$ cat config.mk
export PLATFORM = sky130hd
export DESIGN_NAME = cordic_phase_gen
export DESIGN_NICKNAME = d
export VERILOG_FILES = /design/src/rtl/cordic_phase_gen.sv
export SDC_FILE = /design/constraint.sdc
export NUM_CORES = 1
export LEC_CHECK = 0
export BUFFER_PORTS_ARGS = -buffer_cell sky130_fd_sc_hd__buf_2
export CAP_MARGIN = 20
export CORE_MARGIN = 3
export CORE_UTILIZATION = 51
export CTS_BUF_LIST = sky130_fd_sc_hd__clkbuf_16
export DETAILED_ROUTE_END_ITERATION = 10
export PLACE_DENSITY_LB_ADDON = 0.3
export SETUP_SLACK_MARGIN = 0.3
export SLEW_MARGIN = 10
export SYNTH_ARGS = -nofsm -noshare
export SYNTH_HDL_FRONTEND = slang
export SYNTH_SLANG_ARGS = --single-unit
$ cat constraint.sdc
create_clock -name clk -period 3.55 [get_ports clk]
set_input_delay 0.5325 -clock clk [delete_from_list [all_inputs] [get_ports clk]]
set_output_delay 0.5325 -clock clk [all_outputs]
set_load 0.03 [all_outputs]
$ cat src/rtl/cordic_phase_gen.sv
// AXI4-Stream phase-word source: bursts of start_phase + k*step, wrapped into [-PI_Q, +PI_Q].
// Latency: first beat presented the cycle after start; one beat per cycle while tready is high.
// Backpressure: tvalid/tdata hold while tready is low; tvalid is registered, not driven from tready.
module cordic_phase_gen #(
    parameter int PHASE_W = 16,
    parameter int FRAC_W  = 13,
    parameter int PI_Q    = 25736,
    parameter int TDATA_W = 32,
    parameter int CNT_W   = 16
) (
    input  logic               clk,
    input  logic               rst_n,
    input  logic               start,
    input  logic [PHASE_W-1:0] start_phase,
    input  logic [PHASE_W-1:0] step,
    input  logic [CNT_W-1:0]   num_samples,
    input  logic               abort,
    output logic               m_axis_phase_tvalid,
    input  logic               m_axis_phase_tready,
    output logic [TDATA_W-1:0] m_axis_phase_tdata,
    output logic               busy,
    output logic               done
);

    // PI_Q must be pi in the FRAC_W format, and the phase word must fit in tdata.
    if (PI_Q < (3 << FRAC_W) || PI_Q > (4 << FRAC_W)) begin : g_bad_pi
        $error("cordic_phase_gen: PI_Q does not match FRAC_W");
    end
    if (TDATA_W < PHASE_W) begin : g_bad_tdata
        $error("cordic_phase_gen: TDATA_W must be >= PHASE_W");
    end

    localparam logic [0:0] S_IDLE = 1'b0;
    localparam logic [0:0] S_RUN  = 1'b1;

    // One extra bit so phase + step and the +/-pi limits never overflow.
    localparam logic signed [PHASE_W:0] PI_W     = (PHASE_W + 1)'(PI_Q);
    localparam logic signed [PHASE_W:0] NEG_PI_W = -PI_W;
    localparam logic signed [PHASE_W:0] TWO_PI_W = (PHASE_W + 1)'(2 * PI_Q);

    logic [0:0]                state;
    logic signed [PHASE_W-1:0] phase_q;
    logic [PHASE_W-1:0]        step_q;
    logic [CNT_W-1:0]          count_q;
    logic                      tvalid_q;
    logic                      busy_q;
    logic                      done_q;
    logic                      abort_pend;

    logic                      beat;
    logic                      last_beat;
    logic signed [PHASE_W:0]   sum;
    logic signed [PHASE_W:0]   wrapped;
    logic signed [PHASE_W:0]   sp_ext;
    logic signed [PHASE_W-1:0] phase_nxt;
    logic signed [PHASE_W-1:0] phase_init;

    assign beat      = tvalid_q && m_axis_phase_tready;
    // An abort arriving with the beat makes that beat the last one.
    assign last_beat = (count_q == CNT_W'(1)) || abort_pend || abort;

    // Next phase: add step, wrap by 2*pi once it passes +pi; saturate the start phase to +/-pi.
    always_comb begin
        sum        = $signed({phase_q[PHASE_W-1], phase_q}) + $signed({1'b0, step_q});
        wrapped    = (sum > PI_W) ? (sum - TWO_PI_W) : sum;
        phase_nxt  = wrapped[PHASE_W-1:0];
        sp_ext     = $signed({start_phase[PHASE_W-1], start_phase});
        phase_init = start_phase;
        if (sp_ext > PI_W) begin
            phase_init = PI_W[PHASE_W-1:0];
        end else if (sp_ext < NEG_PI_W) begin
            phase_init = NEG_PI_W[PHASE_W-1:0];
        end
    end

    // Burst control: IDLE waits for start, RUN presents beats until count expires or abort.
    always_ff @(posedge clk or negedge rst_n) begin
        if (!rst_n) begin
            state      <= S_IDLE;
            phase_q    <= '0;
            step_q     <= '0;
            count_q    <= '0;
            tvalid_q   <= 1'b0;
            busy_q     <= 1'b0;
            done_q     <= 1'b0;
            abort_pend <= 1'b0;
        end else begin
            done_q <= 1'b0;
            case (state)
                S_IDLE: begin
                    if (start) begin
                        if (num_samples != '0) begin
                            state      <= S_RUN;
                            phase_q    <= phase_init;
                            step_q     <= step;
                            count_q    <= num_samples;
                            tvalid_q   <= 1'b1;
                            busy_q     <= 1'b1;
                            abort_pend <= 1'b0;
                        end else begin
                            done_q <= 1'b1;
                        end
                    end
                end
                S_RUN: begin
                    if (beat) begin
                        count_q <= count_q - CNT_W'(1);
                        phase_q <= phase_nxt;
                        if (last_beat) begin
                            state      <= S_IDLE;
                            tvalid_q   <= 1'b0;
                            busy_q     <= 1'b0;
                            done_q     <= 1'b1;
                            abort_pend <= 1'b0;
                        end
                    end else if (abort) begin
                        abort_pend <= 1'b1;
                    end
                end
                default: state <= S_IDLE;
            endcase
        end
    end

    assign m_axis_phase_tvalid = tvalid_q;
    assign m_axis_phase_tdata  = TDATA_W'(phase_q);
    assign busy                = busy_q;
    assign done                = done_q;

endmodule

==> After elaboration in Yosys (flattened, before gate mapping) <==
Index checks and enable logic that the tools add are counted.
W data, S select, Z words.
{ "word_totals": {"regBits": 52, "latch_bits": 0, "ramBits": 0, "romBits": 0, "in_bits": 53, "output_inout_bits": 35, "wordCells": 60, "mem_count": 0} }
{ "classes": {"addsub": 3, "mul": 0, "div_mod_pow": 0, "n_lt_le_gt_ge": 3, "n_eq_ne": 7, "shifts": 0, "mux": 31, "bitwise_logic": 1, "reduce_logical": 8} }
{ "op_table": {"columns": ["operator", "count"], "rows": [
  ["$mux W16", 9],
  ["$pmux W16 S2", 2],
  ["$add A16 B17 Y17", 1],
  ["$gt A17 B16 Y1 const B", 1],
  ["$eq A16 B1 Y1 const B", 1],
  ["$gt A16 B16 Y1 const B", 1],
  ["$lt A16 B16 Y1 const B", 1],
  ["$mux W1", 16],
  ["$reduce_bool A16 Y1", 1],
  ["$sub A16 B1 Y16 const B", 1],
  ["$sub A16 B15 Y16 const B", 1],
  ["$pmux W1 S2", 4],
  ["$reduce_and A4 Y1", 2],
  ["$ne A3 B2 Y1 const B", 2],
  ["$reduce_and A3 Y1", 2],
  ["$ne A2 B1 Y1 const B", 2],
  ["$ne A2 B2 Y1 const B", 2],
  ["$logic_or A1 B1 Y1", 2],
  ["$logic_and A1 B1 Y1", 1],
  ["$not A1 Y1", 1]
]} }

==> Logic depth before layout (Yosys ltp) <==
{ "logic_depth": {"ltp_word": 6, "mapped_depth": 15, "mapped_depth_nobuf": 14} }

==> Worst setup path before layout <==
Ideal clock, no wire load.
{ "synth_path": {"path_kind": "flip-flop to flip-flop", "from": "register phase_q[0]", "to": "register phase_q[12]", "t_arrival_ps": 3473, "t_required_ps": 3424, "path_slack_ps": -49, "path_stages_with_launch": 12, "path_buffers": 0, "period_less_slack_ps": 3599, "cell_sequence": "dfrtp_1 -> ha_1 -> fa_1 -> a21o_1 -> a221oi_4 -> o21ai_1 -> xor2_2 -> o21ai_0 -> a311oi_4 -> o221ai_2 -> xnor2_1 -> a221o_1"} }
{ "synth_via": {"elab_chain_len": 5, "word_cells_on_any_way": 6} }
{ "synth_rtl": {"columns": ["element", "line_no", "text"], "rows": [
  ["from (decl)", "42", "logic signed [PHASE_W-1:0] phase_q;"],
  ["from (signal assigned)", "94", "phase_q <= phase_init;"],
  ["from (signal assigned)", "108", "phase_q <= phase_nxt;"],
  ["$add A16 B17 Y17 (*)", "64", "sum = $signed({phase_q[PHASE_W-1], phase_q}) + $signed({1'b0, step_q});"],
  ["$sub A16 B15 Y16 or $gt A17 B16 Y1 (tied branches)", "65", "wrapped = (sum > PI_W) ? (sum - TWO_PI_W) : sum;"],
  ["$mux W16 (*)", "65", null],
  ["$mux W16 (*)", "106", "if (beat) begin"],
  ["$pmux W16 S2 (*)", "89", "case (state)"]
]} }
Every way passes the cells marked *; elsewhere a longest branch is shown, timed or not. The select of a mux whose other input is x is not followed.
A chain may end at the register's enable or synchronous reset.

==> Final worst setup path <==
Same ends and word-level chain as after synthesis.

==> reports/results.ini <==
[cells_and_area]
leading_cell_types_in_the_layout_fill_and_taps_excluded=sky130_fd_sc_hd__buf_2, sky130_fd_sc_hd__dfrtp_1, sky130_fd_sc_hd__nor2_1, sky130_fd_sc_hd__o21ai_0, sky130_fd_sc_hd__nand2_1
most_common_cell_after_layout_fill_and_taps_aside=sky130_fd_sc_hd__buf_2
antenna_cells=0
num-nets-final=659
area_growth_pct=21.44
drive_gt1_frac=0.3231
layout.cells.non_filler=687

[clock_network]
cts_hold_buf=0
clk_sinks=52
cts.clk_slew.worst_paths_ns=0.07
clkLatencyLatePin_ns=0.29
clock_tree_from_tritoncts=done
clock_tree.htree_level_count=2
root_buffer=sky130_fd_sc_hd__clkbuf_16
cts.path.max_buffers=2
cts_inserted_buffers=5

[timing]
tightestPinTransition_ns=0.8313
finalHoldViolations=0
worst_clock_skew_ns=0.004428
setup_violations=0
clock.fmax_mhz=298.8
fin_crit_sh=0.9427
grt_setup_unrepaired=true
number_of_max_slew_violations_in_the_final_report=0
slew_headroom=0.4458
time_the_worst_path_needs_with_i_o_delays_and_setup_ns=3.346
total_negative_setup_slack_ns=0

[yosys]
post_synth_and_or_nand_nor_area_fraction=0.2088
postSynthRegisterBits=52
post_synth_edffs=0
synthMuxAreaShare=0.06441
synth.avg_cell_area_um2=8.647
synth-seq-area-share=0.3059
synthesis.area_um2=4254
ys_async_rst_share=1.000
syn_inst=492
dominant_register_cell_in_the_synthesized_netlist=sky130_fd_sc_hd__dfrtp_1
synth_fp_nets=567
netlist-cell-type-count=78
compound_cell_area_share_of_the_yosys_netlist=0.2612
synth_top_family_by_area=compound AO/OA/AOI/OAI gates
yosys.area_share.xor_xnor=0.03029
synth_adder_area_share=0.06647
ys_warn_count=0

[placed_design]
numPlacedInstances=664
detailedPlacementHpwl_um=9234
port_bufs=87
place.gp.congestion=0.9543

[setup_path]
required_time_of_the_critical_path_ns=3.73
crit_fanout=5
critPathArrivalTime_ns=3.53
cp-start-kind=flop
crit_type=reg2reg
timing.critical_path.to_type=flop

[die]
die_area_um2=9473
die_width_um=97.33
floorplan.die.height_um=97.33
core_um2=7928
ios=88
initial_utilization=0.5366
fp-row-count=32

[min_path]
holdCritPathClass=in2async

[run_status]
status=finished clean

[detailed_routing]
drt-total-wl_um=12530
drt_pass1_iterations=7
detail_route.vias_per_cell=6.215
detail_route.iter0.violations=241
dr_total_vias=4270
route.antenna.remaining_nets=0
detail_route.drc_violations=0
wl_per_cell_um=18.24

[grt]
grt_use_total=0.2565
grt_start_max_net_pins=39
first_global_vias=4233
antenna_found_initial=0
global_route_wire_length_before_repair_um=20200
global_route.overflow_total=0

[flow_run]
max_cap_viol_count=0

[per-stage QoR]
step	setup slack (ns)	hold WS (ns)	util	instance area, um^2
2_1_floorplan	0.1606	0.2369	-	4274
3_3_place_gp	0.1794	0.4957	0.5994	4752
3_5_place_dp	0.05954	0.5036	0.5994	4752
4_1_cts	0.2812	0.3692	0.6327	5016
5_1_grt	0.08934	0.4066	0.6517	5166
6_report	0.2035	0.3371	0.6517	5166
[layout make-up]
class | count | area [um^2]
multi-input combinational | 394 | 2859
inverter | 11 | 41.29
timing repair buffer | 120 | 690.7
clock buffer | 5 | 125.1
tap | 102 | 127.6
clock inverter | 3 | 20.02
sequential | 52 | 1303
fill | 689 | 2761
[cells by family after synthesis]
logic type,after synthesis
buffers and inverters,46
AND/OR/NAND/NOR,177
AO/OA/AOI/OAI,157
flip-flops,52
multiplexers,25
XOR/XNOR,13
adder cells (fa/ha/maj),22
[critical path, cell delays in order, from the launching register on]
cell and delay [ns]:
sky130_fd_sc_hd__dfrtp_2 0.43, sky130_fd_sc_hd__ha_4 0.17, sky130_fd_sc_hd__fa_2 0.35, sky130_fd_sc_hd__a21o_4 0.26
sky130_fd_sc_hd__a221oi_4 0.31, sky130_fd_sc_hd__buf_4 0.18, sky130_fd_sc_hd__o211a_4 0.18, sky130_fd_sc_hd__o2111a_1 0.21
sky130_fd_sc_hd__nor3_2 0.05, sky130_fd_sc_hd__buf_4 0.16, sky130_fd_sc_hd__a311oi_4 0.34, sky130_fd_sc_hd__o221ai_2 0.16
sky130_fd_sc_hd__xnor2_1 0.14, sky130_fd_sc_hd__a221o_1 0.28
[timing repair]
item	4_1_cts	5_1_grt
resized for setup	8	24
pin swaps	11	15
buffers inserted	11	4
endpoints found under the setup margin	11	12
[flip-flops by register name, summed over array words and instances, names as in the netlist]
register	count
done	1
busy	1
state	1
abort_pend	1
count_q	16
phase_q	16
step_q	16
[Yosys cell counts (all sizes together) (7+ instances only)]
master  instances  share of area
a21oi          33          0.039
and2            7          0.011
buf            22          0.039
clkbuf         13          0.014
dfrtp          52           0.31
ha             21          0.062
inv            10         0.0088
mux2           19          0.050
nand2          35          0.031
nand2b          7          0.010
nand3          29          0.034
nor2           48          0.044
nor3           14          0.018
nor4            7          0.010
o21ai          41          0.048
o22ai          13          0.019
xnor2           9          0.019
[layer usage]
layer / part of all wire / vias to the layer above / global-route usage
met4: 0.045 / 0 / 0.1171
met5: 0 / - / 0
li1: - / 2032 / -
met3: 0.050 / 47 / 0.03877
met2: 0.51 / 185 / 0.4544
met1: 0.40 / 2006 / 0.3052
[worst paths after layout]
path	startpoint	endpoint	slack, ns	depth (start not counted)
max	phase_q[0]	phase_q[12]	0.20	13
min	rst_n	step_q[14]	0.34	1
max reg2reg	phase_q[0]	phase_q[12]	0.20	13
min reg2reg	step_q[9]	step_q[9]	0.52	1
max in group asynchronous	rst_n	count_q[15]	2.43	2
min in group clk	step[3]	step_q[3]	0.47	2
Power is left out: the tool's default activity adds up to more than one toggle a clock period on the data nets, which glitch-free logic cannot reach.
